### config.mk
export PLATFORM = sky130hd
export DESIGN_NAME = cpu_host_ctrl
export DESIGN_NICKNAME = d
export VERILOG_FILES = /design/src/rtl/cpu_host_ctrl_pkg.sv /design/src/rtl/down_counter.sv /design/src/rtl/cpu_host_ctrl.sv
export SDC_FILE = /design/constraint.sdc
export NUM_CORES = 1
export LEC_CHECK = 0
export BUFFER_PORTS_ARGS = -buffer_cell sky130_fd_sc_hd__buf_4
export CAP_MARGIN = 20
export CELL_PAD_IN_SITES_DETAIL_PLACEMENT = 1
export CELL_PAD_IN_SITES_GLOBAL_PLACEMENT = 2
export CORE_MARGIN = 1
export CORE_UTILIZATION = 25
export DETAILED_ROUTE_END_ITERATION = 16
export PLACE_DENSITY = 0.83
export SLEW_MARGIN = 10
export SYNTH_ARGS = -nofsm -noshare
export SYNTH_HDL_FRONTEND = slang
export SYNTH_HIERARCHICAL = 1
export SYNTH_SLANG_ARGS = --single-unit
### constraint.sdc
create_clock -name clk -period 6.1 [get_ports clk]
set_input_delay 0.305 -clock clk [delete_from_list [all_inputs] [get_ports clk]]
set_output_delay 0.305 -clock clk [all_outputs]
set_load 0.005 [all_outputs]
### src/rtl/cpu_host_ctrl_pkg.sv
// Shared definitions for the host-side sequencer of the pipelined RISC-V core:
// command opcodes, sequencer states and memory word geometry.
package cpu_host_ctrl_pkg;

  localparam logic [1:0] OP_LOAD_IMEM = 2'd0;
  localparam logic [1:0] OP_LOAD_DMEM = 2'd1;
  localparam logic [1:0] OP_RUN       = 2'd2;
  localparam logic [1:0] OP_DUMP      = 2'd3;

  localparam int unsigned ADDR_W      = 64;
  localparam int unsigned IMEM_WORD_W = 32;
  localparam int unsigned DMEM_WORD_W = 64;

  localparam logic [ADDR_W-1:0] DUMP_STRIDE = 64'd8;

  typedef enum logic [2:0] {
    S_IDLE,
    S_LOAD_I,
    S_LOAD_D,
    S_RUN,
    S_DUMP_REQ,
    S_DUMP_WAIT,
    S_DUMP_OUT
  } state_t;

endpackage

### src/rtl/down_counter.sv
// Loadable down counter with zero flag; shared by the RUN cycle count and
// the DUMP word count.
module down_counter #(
  parameter int unsigned W = 32
) (
  input  logic         clk,
  input  logic         arst,
  input  logic         load,
  input  logic         dec,
  input  logic [W-1:0] value,
  output logic [W-1:0] count,
  output logic         zero
);

  always_ff @(posedge clk or posedge arst) begin
    if (arst) begin
      count <= '0;
    end else if (load) begin
      count <= value;
    end else if (dec) begin
      count <= count - W'(1);
    end
  end

  assign zero = (count == '0);

endmodule

### src/rtl/cpu_host_ctrl.sv
// Host command sequencer: loads instruction/data memory, runs the core for an
// exact cycle count and streams a range of data memory back to the host.
module cpu_host_ctrl
  import cpu_host_ctrl_pkg::*;
#(
  parameter int unsigned RD_LAT = 1,
  parameter int unsigned CNT_W  = 32
) (
  input  logic                   clk,
  input  logic                   arst,
  input  logic                   cmd_valid,
  output logic                   cmd_ready,
  input  logic [1:0]             cmd_op,
  input  logic [ADDR_W-1:0]      cmd_addr,
  input  logic [DMEM_WORD_W-1:0] cmd_data,
  output logic                   rsp_valid,
  input  logic                   rsp_ready,
  output logic [DMEM_WORD_W-1:0] rsp_data,
  output logic                   rsp_last,
  output logic                   busy,
  output logic                   done,
  output logic                   cpu_enable,
  output logic [ADDR_W-1:0]      addr_ext,
  output logic                   wen_ext,
  output logic                   ren_ext,
  output logic [IMEM_WORD_W-1:0] wdata_ext,
  input  logic [IMEM_WORD_W-1:0] rdata_ext,
  output logic [ADDR_W-1:0]      addr_ext_2,
  output logic                   wen_ext_2,
  output logic                   ren_ext_2,
  output logic [DMEM_WORD_W-1:0] wdata_ext_2,
  input  logic [DMEM_WORD_W-1:0] rdata_ext_2
);

  localparam int unsigned LAT_W = (RD_LAT > 1) ? $clog2(RD_LAT) : 1;

  state_t                   state;
  state_t                   next_state;
  logic [ADDR_W-1:0]        addr_q;
  logic [DMEM_WORD_W-1:0]   data_q;
  logic [DMEM_WORD_W-1:0]   rsp_data_q;
  logic [LAT_W-1:0]         lat_cnt;
  logic                     done_q;
  logic                     done_next;
  logic                     accept;
  logic                     cnt_load;
  logic                     cnt_dec;
  logic                     cnt_zero;
  logic [CNT_W-1:0]         cnt_value;
  logic [CNT_W-1:0]         cmd_cnt;
  logic                     cmd_cnt_zero;
  logic                     unused_rdata;

  assign unused_rdata = ^rdata_ext;

  assign accept       = cmd_valid && (state == S_IDLE);
  assign cmd_cnt      = cmd_data[CNT_W-1:0];
  assign cmd_cnt_zero = (cmd_cnt == '0);
  // Counter holds "remaining minus one" so the zero flag marks the final
  // RUN cycle / final dump word directly.
  assign cnt_value    = cmd_cnt - CNT_W'(1);
  assign cnt_load     = accept;

  down_counter #(
    .W(CNT_W)
  ) u_count (
    .clk  (clk),
    .arst (arst),
    .load (cnt_load),
    .dec  (cnt_dec),
    .value(cnt_value),
    .count(),
    .zero (cnt_zero)
  );

  always_ff @(posedge clk or posedge arst) begin
    if (arst) begin
      state  <= S_IDLE;
      done_q <= 1'b0;
    end else begin
      state  <= next_state;
      done_q <= done_next;
    end
  end

  always_comb begin
    next_state = state;
    cnt_dec    = 1'b0;
    done_next  = 1'b0;
    case (state)
      S_IDLE: begin
        if (cmd_valid) begin
          unique case (cmd_op)
            OP_LOAD_IMEM: next_state = S_LOAD_I;
            OP_LOAD_DMEM: next_state = S_LOAD_D;
            OP_RUN: begin
              if (cmd_cnt_zero) done_next  = 1'b1;
              else              next_state = S_RUN;
            end
            OP_DUMP: begin
              if (cmd_cnt_zero) done_next  = 1'b1;
              else              next_state = S_DUMP_REQ;
            end
          endcase
        end
      end
      S_LOAD_I, S_LOAD_D: begin
        next_state = S_IDLE;
        done_next  = 1'b1;
      end
      S_RUN: begin
        if (cnt_zero) begin
          next_state = S_IDLE;
          done_next  = 1'b1;
        end else begin
          cnt_dec = 1'b1;
        end
      end
      S_DUMP_REQ: next_state = S_DUMP_WAIT;
      S_DUMP_WAIT: begin
        if (lat_cnt == '0) next_state = S_DUMP_OUT;
      end
      S_DUMP_OUT: begin
        if (rsp_ready) begin
          if (cnt_zero) begin
            next_state = S_IDLE;
            done_next  = 1'b1;
          end else begin
            cnt_dec    = 1'b1;
            next_state = S_DUMP_REQ;
          end
        end
      end
      default: next_state = S_IDLE;
    endcase
  end

  always_ff @(posedge clk or posedge arst) begin
    if (arst) begin
      addr_q     <= '0;
      data_q     <= '0;
      lat_cnt    <= '0;
      rsp_data_q <= '0;
    end else begin
      if (accept) begin
        addr_q <= cmd_addr;
        data_q <= cmd_data;
      end else if (state == S_DUMP_OUT && rsp_ready) begin
        addr_q <= addr_q + DUMP_STRIDE;
      end
      if (state == S_DUMP_REQ) begin
        lat_cnt <= LAT_W'(RD_LAT - 1);
      end else if (state == S_DUMP_WAIT && lat_cnt != '0) begin
        lat_cnt <= lat_cnt - LAT_W'(1);
      end
      if (state == S_DUMP_WAIT && lat_cnt == '0) begin
        rsp_data_q <= rdata_ext_2;
      end
    end
  end

  assign cmd_ready   = (state == S_IDLE);
  assign busy        = (state != S_IDLE);
  assign done        = done_q;
  assign cpu_enable  = (state == S_RUN);
  assign wen_ext     = (state == S_LOAD_I);
  assign ren_ext     = 1'b0;
  assign addr_ext    = addr_q;
  assign wdata_ext   = data_q[IMEM_WORD_W-1:0];
  assign wen_ext_2   = (state == S_LOAD_D);
  assign ren_ext_2   = (state == S_DUMP_REQ);
  assign addr_ext_2  = addr_q;
  assign wdata_ext_2 = data_q;
  assign rsp_valid   = (state == S_DUMP_OUT);
  assign rsp_last    = (state == S_DUMP_OUT) && cnt_zero;
  assign rsp_data    = rsp_data_q;

endmodule

==> impl_summary.md, run 1 <==
Layout
The layout net count is between 2000 and 2500. Summing all multi-input logic gate instances after layout gives roughly 0.0054 mm2. Relative to the synthesized area, the layout overhead comes to 54.0%. With fillers left out, the area of the finished cells amounts to 0.0188 mm2.

The filler cells instantiated in the layout total 5444. The layout cell share with drive strength beyond 1 is approximately 34%. The total area of sequential cells is about 0.0057 mm2.

Yosys
The average instance in the mapped netlist occupies approximately 9.3 um2. The share of synthesized area in the top cell type comes to between 40% and 50%. The synthesized netlist occupies a cell area of approximately 0.012 mm2. Among all flip-flop cells after synthesis, the most frequent one is dfrtp_1. The net count after synthesis is 1550.

Synthesis instantiated 58 different standard cells from the library. The number of synthesized flops with an enable pin is 0. The number of synthesized register bits is around 230.

Synthesis produced a netlist whose cell count is 1313. The library cell with the largest summed area after synthesis is dfrtp_1. During synthesis, Yosys emitted a total of 6 warnings. After synthesis, the cell types taking the most area are dfrtp_1 47%, nand2_1 8.7%, mux2_2 6.2%. The proportion of register bits with asynchronous set or reset after synthesis is 100%. For this run, the register share of the synthesized area comes to a little under half.

Placement
Once placement finished, the instance area stood at 0.0159 mm2. The worst setup timing slack at the placement stage is ~2.5 ns. At the end of routability-driven placement, the weighted congestion stood at between 0.7 and 0.8. During placement, the flow inserted port buffers numbering ~490. The half-perimeter wire length of the detailed placement result is approximately 34 mm.

Min path
The start point of the worst min-delay path is cmd_addr[62]. The end of the worst hold path is addr_ext[62]. The count of cells along the worst hold path is 4.

The worst min-delay path category is in -> reg.

Global routing
The via count of the first global-routing pass is between 10000 and 15000. After global routing the overflow that remains totals 0. The first global-routing pass estimated approximately 77 mm of wire. The maximum number of pins on one net before global-route repair is 90.

The number of antenna violations at the first check in global routing came to 4. Global routing consumed, over all layers together, slightly below 20% of the routing resources.

Route
Summed over all nets, wire length on met2 after detailed routing comes to 25.5 mm. In the routed design, unresolved DRC markers number 0. The pre-antenna-repair detailed-routing pass consisted of 5 iterations. Wires add up to approximately 50 mm. The mean routed wirelength per cell is 19.7 um. For this block, the initial DRC count from the detailed router was ~550. The detail route stage leaves a number of antenna-violating nets equal to 0. Using the TritonRoute via totals, the vias-per-cell ratio works out to roughly 4.8. The detailed router put a total of ~20 mm of wire on met1. Summing over every cut layer, the via total after detailed routing is roughly 12000. After detailed routing, the met3 layer carries about 2.5 mm of wire. The uppermost signal routing layer after detailed routing is met5.

Setup path
The number of cells on the worst reg-to-reg path is 8. The cell type group with the largest total delay on the critical path is simple AND/OR/NAND/NOR gates. The worst register-to-register path has a setup slack of 2.47 ns.

The critical path data arrival time is 4.12 ns. Of all nets on the critical path, the largest fanout is 14. The maximum single-stage delay on the critical path is 0.71 ns.

The required time at the endpoint of the critical path is ~6.6 ns. The worst setup path is captured at a register. The path length in cells of the critical path is 8. The worst register-to-register path begins at u_count/count[24]. The first element of the critical path is u_count/count[24]. The worst register-to-register path ends at u_count/count[31]. In this design, the critical path's most frequently occurring cell is or4_4.

On the critical path, the stage with the largest delay is an instance of nor4_1. The buffering stage count on the worst path with inverters included is 0. STA classifies the critical path startpoint as a register. The critical setup path kind is reg -> reg. Traced cell by cell, the critical path runs through or4_4 -> or4_4 -> nor4_1 -> a21oi_1 -> nor3b_2 -> nand2_1 -> o41ai_1 -> a31oi_1.

Die
The core box area is approximately 0.048 mm2. The initial utilization of the core area, before any placement, comes to about 25%. The I/O pin total is about 530. In this run the horizontal extent of the chip is between 200 and 250 um. The die covers around 0.050 mm2. The floorplan step set the die height to 223 um. The floorplan has 80 rows.

Clock tree
The number of sinks handled by clock tree synthesis is between 200 and 250. Buffers inserted during clock tree synthesis total 30. The clock-pin slew reported for the worst setup and hold paths after clock tree synthesis is ~0.060 ns.

No sink is reached through more buffers than the 3 on the longest clock path. TritonCTS built the clock tree. CTS built an H-tree with a depth of 1.

In this run the clock root is driven by a clkbuf_16. The clock insertion delay at the later pin of the skew report is approximately 0.59 ns.

Timing
Setup repair after global routing left no endpoint under its margin. The worst path needs approximately 3.6 ns of the cycle, external delays included. The setup violation total in the final timing report is 0. Measured against its own limit, the worst slew margin works out to between 30 and 40%. The summed negative setup slack over all endpoints is 0 ns.

Setup slack on the critical path of the routed design comes to between 2 and 2.5 ns. The hold violation count in the final report is 0. The final critical path takes up 59.5% of the cycle.

The number of max-slew violations in the final report is 0. The maximum clock frequency is roughly 0.28 GHz. Between clock sinks in the finished design, the worst skew comes to about 0.015 ns. For the pin with the worst max-slew slack, the measured transition is approximately 0.95 ns.

Power
VDD sags by at most ~270 uV. The ratio of total power to cell area is about 440 mW/mm2. Summed over all cells, the static leakage comes to 8.52 nW.

Status
The run finished with clean final reports.

Run
The max capacitance violation total is 0.
[kinds of logic (layout without fill, tap and decap cells)]
family / after synthesis / count (layout) / share of synthesized area (%)
simple gates: 608 / 608 / 24.7
flops: 229 / 229 / 46.9
buf+inv: 183 / 775 / 8.62
compound gates: 148 / 148 / 7.67
mux: 71 / 71 / 6.51
xor+xnor: 66 / 66 / 4.80
fa+ha+maj: 7 / 7 / 0.717
other cells: 1 / 5 / 0.0307
[timing repair]
item / CTS / global route
setup buffers: 0 / 0
hold buffers: 189 / 0
hold endpoints to repair: 307 / 0
gates resized for setup: 0 / 0
[layer usage]
| layer | vias to the layer above | GRT usage (%) |
|---|---|---|
| li1 | 5651 | - |
| met1 | 6056 | 22.6 |
| met2 | 405 | 35.5 |
| met3 | 90 | 3.95 |
| met4 | 2 | 6.61 |
| met5 | - | 0 |
[power breakdown]
| group | switching [mW] | internal, mW | leakage [nW] | total [mW] |
|---|---|---|---|---|
| clock | 0.741 | 1.12 | 0.514 | 1.86 |
| combinational | 1.38 | 1.88 | 5.26 | 3.27 |
| sequential | 0.868 | 2.23 | 2.75 | 3.10 |
| total | 2.99 | 5.24 | 8.52 | 8.23 |
[worst reg2reg max path: stages, from the launching register on]
cell and delay (ns):
dfrtp_1 0.44, or4_4 0.59, or4_4 0.45, nor4_1 0.71, a21oi_1 0.26, nor3b_2 0.29, nand2_1 0.42, o41ai_1 0.17
a31oi_1 0.19
[worst max path at each step]
stage	to	slack, ns
2_1_floorplan	addr_ext[0]	0.43
3_3_place_gp	u_count/count[21]	2.61
3_5_place_dp	u_count/count[23]	2.48
4_1_cts	rsp_last	2.39
5_1_grt	u_count/count[31]	2.20
6_report	u_count/count[31]	2.47
[sequential cells by signal, summed over array words and instances (netlist names)]
register / cells
lat_cnt: 1
state: 3
wdata_ext_2: 64
addr_ext: 64
u_count/count: 32
rsp_data: 64
done: 1
[cell type report]
class | count | share of cell area (%)
Sequential cell | 229 | 30.5
Multi-Input combinational cell | 901 | 28.9
Timing Repair Buffer | 697 | 30.4
Clock buffer | 42 | 4.66
Antenna cell | 4 | 0.0532
Inverter | 25 | 0.566
Tap cell | 615 | 4.09
Clock inverter | 11 | 0.845
[Yosys cell counts, types with 3 or more instances]
cell type / number
and4_1: 10
nor4_1: 16
xnor2_1: 23
a41oi_1: 3
or3_2: 4
nor2_1: 77
buf_1: 3
nand4b_1: 7
o31ai_1: 21
or4_1: 38
dfrtp_1: 229
buf_4: 97
clkbuf_1: 57
a31oi_1: 35
inv_1: 24
nand2_1: 284
a21oi_1: 8
xor2_1: 42
mux2_2: 67
mux2i_1: 4
or3_1: 18
or2_2: 5
o211ai_1: 5
o41ai_1: 8
nor4b_1: 3
and3_1: 12
a211o_1: 4
ha_1: 7
nand3_1: 41
and2_1: 4
nand4_1: 33
o21ai_0: 56
nor3b_1: 3
nand3b_1: 6
nor3_1: 26
or4b_2: 3
or4_4: 6
[cell usage in the layout (no fill, tap or decap), drive strengths merged, types with 4 or more instances in the layout]
cell and n:
clkbuf 42, nand2 284, nand3 41, xnor2 24, nor3b 4, and4 10
or4 46, a21oi 8, mux2i 4, mux2 67, inv 25, and2 4
clkinv 8, nand4 33, or4b 5, o211ai 5, o31ai 21, buf 508
nor4 17, dlygate4sd3 189, ha 7, a31oi 35, nand3b 6, nor3 27
and3 12, or2 5, or3 22, nor2 77, o41ai 8, nand4b 7
o21ai 56, a211o 4, dfrtp 229, xor2 42, diode 4
[per-stage QoR]
step	hold slack, ns	std cells	utilization, %	power [mW]
final	0.0386	2524	39.2	8.23
after global placement	0.460	2277	33.1	6.10
after floorplan	0.410	1313	-	4.52
after CTS	0.00588	2519	39.2	8.26
after detailed placement	0.470	2277	33.1	6.24
after global routing	0.0338	2523	39.2	8.75
(Power assumes the default switching activity.)
==> run 2, diff against run 1 <==
--- a/config.mk
+++ b/config.mk
@@ -10,9 +10,9 @@
 export CELL_PAD_IN_SITES_DETAIL_PLACEMENT = 1
 export CELL_PAD_IN_SITES_GLOBAL_PLACEMENT = 2
 export CORE_MARGIN = 1
-export CORE_UTILIZATION = 25
+export CORE_UTILIZATION = 27
 export DETAILED_ROUTE_END_ITERATION = 16
-export PLACE_DENSITY = 0.83
+export PLACE_DENSITY = 0.85
 export SLEW_MARGIN = 10
 export SYNTH_ARGS = -nofsm -noshare
 export SYNTH_HDL_FRONTEND = slang
==> constraint.sdc (replaced) <==
create_clock -name clk -period 3.5 [get_ports clk]
set_input_delay 0.175 -clock clk [delete_from_list [all_inputs] [get_ports clk]]
set_output_delay 0.175 -clock clk [all_outputs]
set_load 0.005 [all_outputs]
==> run 2 against run 1 <==
Count of clock-buffer cells in the layout shrank 1. Critical path type unchanged. Critical path depth is the same. Register-to-register slack lost 2.2 ns. Combinational power grew 77%. Die area shrank 7.3%. Largest power group unchanged. Sequential share of layout area shrank 0.15 points. Via count grew 1.0%. Utilization grew 3.3 points. Global-route usage grew 2.0 points. Total power grew 75%. Setup slack lost 2.2 ns.
==> impl_summary.md, run 2 (synthesis gave the netlist of run 1 again) <==
Route
The number of vias per cell is 4.90. The final antenna-violating net count is 0. After detailed routing, the average wire length per cell comes to between 15 and 20 um.

The number of remaining DRC errors is 0. The final layout contains routed wiring with a total length of ~50 mm. The first detailed-routing pass took 5 iterations. The via count is 12300. The initial detailed-routing violation count is about 670.

Clock tree
The number of sinks handled by clock tree synthesis is 229. The worst-case clock buffer depth is 3. The clock-pin slew reported for the worst setup and hold paths after clock tree synthesis is 0.06 ns. The library cell used as clock root buffer is clkbuf_16. The clock tree from TritonCTS is built. Post-CTS repair changed the size of 0 cells. The count of H-tree levels built during CTS is 1. Buffers inserted to repair hold after CTS numbered between 150 and 200. The number of clock buffers inserted by TritonCTS is 30. At the later pin of the worst-skew pair, clock insertion delay measures about 0.6 ns. Once the clock tree was built, the setup fixing pass inserted 0 buffers.

Setup path
The capturing point of the worst reg2reg path is u_count/count[23]. The largest individual stage delay along the critical path comes from the cell or4_1. In this design, the stage delay of the slowest critical-path cell is 0.60 ns. The largest fanout on the critical path is 14. Data on the critical path is required at its endpoint by between 4 and 5 ns.

The critical path launch point type is a register. STA puts the critical path data arrival time at around 3.7 ns. The number of cell instances on the worst register-to-register path is 8. The slack of the worst reg-to-reg path is ~0.3 ns. The critical setup path kind is reg -> reg. The type of destination of the critical path is a register. Walking the worst path, the cells encountered are nand3b_1 -> inv_1 -> nand2_1 -> a21oi_1 -> nor3b_2 -> nand2_1 -> or4_1 -> a31oi_1. The most repeated library cell on the critical path is nand2_1.

The worst register-to-register path begins at state[0].

Timing
The number of max-slew violations in the final report came to 0. The portion of the clock cycle consumed by the worst path in the final layout is between 90% and 100%. The maximum clock frequency is a little over 0.3 GHz.

In this run the tightest slew margin relative to its limit is between 30% and 40%. The summed negative setup slack over all endpoints is 0 ns. Across the routed clock network, the largest skew measured is approximately 0.033 ns. The measured slew at the worst slew-check pin is between 0.9 and 1 ns. The hold violation count in the final report came to 0. Setup repair after global routing left no endpoint under its margin. The final critical delay including setup and external delays is ~3.2 ns.

Setup violations remaining at the end of the flow were counted as 0.

Min path
The path with the worst hold slack has its endpoint at state[2]. The worst hold path was traced through 5 stages. The start point of the worst min-delay path is cmd_valid.

The worst min-delay path category is in -> reg.

Layout
The design area is 0.0189 mm2. In the layout the commonest cells are 516 x buf_4, 283 x nand2_1, 229 x dfrtp_1, 194 x dlygate4sd3_1, 77 x nor2_1. Leaving out fill and tap cells, the most frequent cell in the layout is buf_4. The post-layout utilization of the core is between 40% and 50%.

The relative area change from synthesis to final layout is 54.8%. The net count of the finished layout is 2137. Of the cells placed in the final design, the portion with a size suffix greater than 1 is a little over a third.

Power
The ratio of total power to cell area is 761 mW/mm2. For this design the static power due to leakage is 8.58 nW. IR analysis of the VDD net gives a maximum drop of around 550 uV.

Global routing
The via count of the first global-routing pass is around 13000. The number of antenna violations at the first check in global routing is 5. For this run the aggregate overflow at the end of global routing stands at 0.

Global routing used between 20% and 30% of the available tracks. The first global-routing pass estimated 78.9 mm of wire. The maximum number of pins on one net before global-route repair is about 140.

Run
Across the run, the number of max-cap violations was 0.

Die
The height of the die is between 200 and 250 um. Pin placement for this block handled between 500 and 600 I/O pins. Measured along the x axis, the die boundary spans approximately 210 um. Row generation in the floorplan step produced 77 rows. The core box area is 0.0444 mm2. The initial core utilization is about 27%. The total die area is between 0.04 and 0.05 mm2.

Placement
Summing all placed instances gives a cell area of around 0.016 mm2. The routability-driven placement congestion ratio is 0.856. The half-perimeter wire length of the detailed placement result is around 34 mm. Buffers placed on the I/O ports in this run total 494.

Status
The flow ran to the end, and the final reports show no timing, DRC or antenna violations.
## run 2: cell types whose count changed in the layout (fill, tap and decap cells not counted), sizes merged, moves of 2 or more
cell,previous run,this run
dlygate4sd3,189,194
buf,508,519
clkinv,8,11
clkinvlp,0,2
## run 2: stage by stage
stage / hold WS [ns] / std cells / worst slack (ns) / power [mW]
floorplan: 0.280 / 1313 / 0.455 / 7.89
global placement: 0.324 / 2266 / 0.351 / 10.7
detailed placement: 0.327 / 2266 / 0.223 / 10.9
CTS: 0.0829 / 2515 / 0.223 / 14.4
global route: 0.113 / 2518 / 0.00468 / 15.3
finish: 0.115 / 2518 / 0.292 / 14.4
## run 2: worst max path at each step
| stage | startpoint | to | slack [ns] | cells past startpoint |
|---|---|---|---|---|
| 6_report | state[0] | u_count/count[23] | 0.29 | 8 |
| 5_1_grt | state[0] | u_count/count[17] | 0.005 | 8 |
| 4_1_cts | state[0] | u_count/count[17] | 0.22 | 8 |
| 3_5_place_dp | state[0] | u_count/count[23] | 0.22 | 8 |
| 3_3_place_gp | state[0] | u_count/count[21] | 0.35 | 8 |
| 2_1_floorplan | u_count/count[24] | u_count/count[3] | 0.46 | 9 |
## run 2: final cells by class
| cell class | count | area, um2 |
|---|---|---|
| fill | 5088 | 25500 |
| timing repair buffer | 713 | 5880 |
| sequential | 229 | 5730 |
| multi-input combinational | 901 | 5440 |
| clock buffer | 41 | 842 |
| tap | 592 | 741 |
| clock inverter | 14 | 158 |
| inverter | 25 | 103 |
| antenna | 3 | 7.51 |
## run 2: power by group
part	switching [mW]	internal, mW	total (mW)
Clock	1.34	1.84	3.18
Sequential	1.53	3.89	5.42
Combinational	2.47	3.32	5.79
Total	5.34	9.05	14.4
## run 2: per-layer routing
metal	up-vias	global-route usage, %	wire length (um)
met2	372	38.9	26000
met5	-	0	14
met1	6188	25.7	20400
met4	2	6.14	1270
li1	5697	-	-
met3	73	4.01	2480
## run 2: worst max-delay path: cells and delay by family (launching register included)
family	cells	cell delay, ns
simple gates	5	1.83
compound gates	2	0.64
flops	1	0.52
buf+inv	1	0.16
==> run 3, diff against run 2 <==
--- a/config.mk
+++ b/config.mk
@@ -10,11 +10,10 @@
 export CELL_PAD_IN_SITES_DETAIL_PLACEMENT = 1
 export CELL_PAD_IN_SITES_GLOBAL_PLACEMENT = 2
 export CORE_MARGIN = 1
-export CORE_UTILIZATION = 27
+export CORE_UTILIZATION = 28
 export DETAILED_ROUTE_END_ITERATION = 16
-export PLACE_DENSITY = 0.85
+export PLACE_DENSITY = 0.86
 export SLEW_MARGIN = 10
 export SYNTH_ARGS = -nofsm -noshare
 export SYNTH_HDL_FRONTEND = slang
-export SYNTH_HIERARCHICAL = 1
 export SYNTH_SLANG_ARGS = --single-unit
==> run 3 against run 2 <==
Critical path type unchanged. Count of clock-buffer cells in the layout fell by 7. Clock power rose by 14%. Global-route usage rose by 0.16 points. Critical path depth rose by 1. Non-clock buffer count fell by 4. Critical endpoint is now u_count.count[26]. Via count fell by 4.1%.
==> impl_summary.md, run 3 <==
Status
The run finished with clean final reports.

Setup path
Setup slack on the worst reg-to-reg path comes out at roughly 0.28 ns. The critical path data arrival time is 3.67 ns. On the worst path, the slowest cell contributes a delay of around 0.64 ns. The required time at the endpoint of the critical path is around 4.0 ns. The critical path launch point type is a register. The largest fanout on the critical path is 10.

The type of destination of the critical path is a register. The critical path goes through or4b_4 -> a21boi_0 -> ha_2 -> nor2b_2 -> and4_2 -> o22ai_4 -> a211oi_2 -> xor2_1 -> a211o_1. The cell type group with the largest total delay on the critical path is simple AND/OR/NAND/NOR gates. The critical setup path kind is reg -> reg. The buffering stage count on the worst path with inverters included is 0. The standard cell with the maximum stage delay on the critical path is or4b_4.

Die
The I/O pin total is approximately 530. The initial core utilization is about 28%. The die covers 0.0448 mm2.

In this run the horizontal extent of the chip is about 210 um. The placement row count is 76. The core box area is 0.0432 mm2. From bottom edge to top edge, the die measures ~210 um.

Route
Before antenna repair, the detailed router went through 4 iterations. In the final routed layout, each cell accounts on average for ~20 um. In this run, the number of DRC markers left after iteration 0 of detailed routing was approximately 490. The total detailed-routing wirelength is between 40 and 50 mm. Summing over every cut layer, the via total after detailed routing is 11800.

The final antenna-violating net count is 0. Dividing the detail-routed via count by the number of cells gives 4.78. The number of remaining DRC errors is 0.

Power
The maximum ir drop on the vdd rail is 635 uV. For this design the static power due to leakage is about 8.7 nW. Combinational logic burns 40.3% of the power. In this run the power density over the cells is between 800 and 900 mW/mm2.

The part of the power in registers is between 30% and 40%. The power after layout is ~15 mW. In this run the power spent charging and discharging nets is about 5.6 mW. In this run switching power makes up a little over a third of total power. The internal power summed over all cells is 9.70 mW. Per report_power, the clock group accounts for a little under a quarter of the total.

Yosys
The number of synthesized register bits is between 200 and 250. The count of cell types in the netlist is 78. The portion of synthesized cell area occupied by the leading cell type is between 40% and 50%. The mapped netlist covers between 0.01 and 0.015 mm2.

Of the synthesized area, sequential elements account for a little under half. After synthesis, the most frequently instantiated cells are 285 x nand2_1, 229 x dfrtp_1, 98 x buf_4, 70 x xor2_1, 67 x mux2_2. The average cell area after synthesis is about 9.6 um2.

The Yosys step of the flow raised 0 warnings. Counting every net in the synthesized netlist gives roughly 1500. Synthesis produced around 1300 cells. The proportion of register bits with asynchronous set or reset after synthesis is 100%. The library cell with the largest summed area after synthesis is dfrtp_1.

The number of synthesized flops with an enable pin is 0. The commonest register cell after synthesis is dfrtp_1. Yosys attributes the largest share of cell area to dfrtp_1 47%, nand2_1 8.7%, mux2_2 6.1%.

In the post-synthesis netlist, the cell with the most instances is nand2_1.

Timing
Of the available clock period, the critical path in the final layout requires roughly 92%. Setup violations remaining at the end of the flow were counted as 0. Setup repair after global routing left no endpoint under its margin. Clock skew on the completed layout was measured at roughly 0.0087 ns. The final worst setup slack is roughly 0.28 ns. The worst path needs roughly 3.2 ns of the cycle, external delays included. Static timing analysis puts the maximum clock frequency at between 0.3 and 0.4 GHz. The summed negative setup slack over all endpoints is 0 ns. The hold violation count in the final report is 0. The number of max-slew violations in the final report was 0. At the pin with the least slew margin, the transition time is between 0.9 and 1 ns. Across all hold checks on the routed design, the worst slack comes to approximately 0.04 ns.

The relative max-transition margin is 37.6%.

Clock tree
The tree is rooted in a clkbuf_16. The number of clock buffers inserted by TritonCTS is 30. TritonCTS built the clock tree. After clock tree synthesis, the clock-pin slew on the worst setup and hold paths is around 0.06 ns. The clock insertion delay at the later pin of the skew report is around 0.56 ns. In this run the post-CTS setup repair buffer count came out at 0. The number of sinks handled by clock tree synthesis is 229.

The worst-case clock buffer depth is 3. In this run the number of H-tree levels came out at 1. The number of resized instances in the post-cts repair step is 0. Buffers inserted to repair hold after CTS numbered approximately 190.

Global routing
The global-route wire length before repair is approximately 76 mm. After global routing the overflow that remains totals 0. Global routing used 21.6% of the available tracks. The maximum number of pins on one net before global-route repair is 150. The via count of the first global-routing pass is roughly 13000. The number of antenna violations at the first check in global routing is 5.

Placement
The congestion estimate from routability-driven global placement came to between 0.8 and 0.9. The half-perimeter wire length of the detailed placement result is about 32 mm. Port buffering added ~500 buffers.

After detailed placement, the design holds a cell count of about 2200. Prior to clock tree synthesis, the placed netlist has a worst setup slack of 0.287 ns.

Min path
The worst min-delay path category is in -> reg.

Run
The max capacitance violation total is 0.

Layout
The number of filler cells placed in the layout is around 5000. The library cell used most frequently in the layout, excluding fill and tap cells, is buf_4. Compared with the post-synthesis result, the final layout area differs by 55.0%.

For this run, the number of standard cells in the final layout without fillers is ~2500. The post-route netlist has ~36% of its cells at a drive strength greater than 1. The final layout contains ~2100 nets.

The top cell types in the final layout, fill and taps aside, are 511 x buf_4, 285 x nand2_1, 229 x dfrtp_1, 193 x dlygate4sd3_1, 70 x xor2_1.
[run 3: changes by cell type after synthesis, sizes merged, moves of 11 or more]
cell and change:
a211oi +11, o31ai -18, nor2 -15, xor2 +28
or3 -16, a21oi +25, clkbuf -26, a31oi -30
buf +25, or4 -40
[run 3: layout make-up]
class | count | area [um2] | area share [%]
multi-input combinational | 875 | 5500 | 28.9
tap | 585 | 732 | 3.84
clock inverter | 22 | 342 | 1.79
timing repair buffer | 709 | 5870 | 30.8
inverter | 14 | 56.3 | 0.295
clock buffer | 34 | 817 | 4.29
sequential | 229 | 5730 | 30.1
antenna | 5 | 12.5 | 0.0657
[run 3: power groups by stage]
stage                     clock network (mW)  registers (mW)  logic (mW)
after floorplan                            0            5.08        3.11
after global placement                     0            5.36        5.67
after detailed placement                   0            5.43        5.84
after CTS                               3.69            5.42        6.07
after global routing                    3.83            5.68        6.68
final                                   3.61            5.49        6.16
[run 3: stage by stage]
| stage | util [%] | instance area [um2] |
|---|---|---|
| global route | 44.1 | 19100 |
| floorplan | - | 12300 |
| global placement | 37.0 | 16000 |
| finish | 44.1 | 19100 |
| detailed placement | 37.0 | 16000 |
| CTS | 44.1 | 19000 |
[run 3: kinds of logic (layout without fill, tap and decap cells)]
family,count (synthesis),after routing,share of synthesized area (%)
adder cells (fa/ha/maj),5,5,0.509
XOR/XNOR,99,99,7.05
AND/OR/NAND/NOR,540,540,21.8
buffers and inverters,171,779,8.81
multiplexers,78,78,7.03
flip-flops,229,229,46.6
AO/OA/AOI/OAI,152,152,8.15
other,1,6,0.0305
[run 3: worst register-to-register path, stage by stage (launching register included)]
cell      delay [ns]
dfrtp_1         0.53
or4b_4          0.64
a21boi_0        0.23
ha_2            0.29
nor2b_2         0.24
and4_2          0.33
o22ai_4         0.13
a211oi_2        0.30
xor2_1          0.11
a211o_1         0.30
[run 3: worst paths after layout]
check | from | end | depth (start not counted)
max | state[1] | u_count.count[26] | 9
min | cmd_data[14] | wdata_ext_2[14] | 3
max reg2reg | state[1] | u_count.count[26] | 9
min reg2reg | wdata_ext_2[33] | wdata_ext_2[33] | 2
max in group asynchronous | arst | addr_ext[12] | 4
min in group asynchronous | arst | rsp_data[25] | 4
[run 3: metal layers]
metal / part of all wire [%] / track usage (%)
met5: 0 / 0
met2: 50 / 37.8
met3: 6.3 / 4.81
met1: 40 / 25.9
met4: 3.2 / 7.85
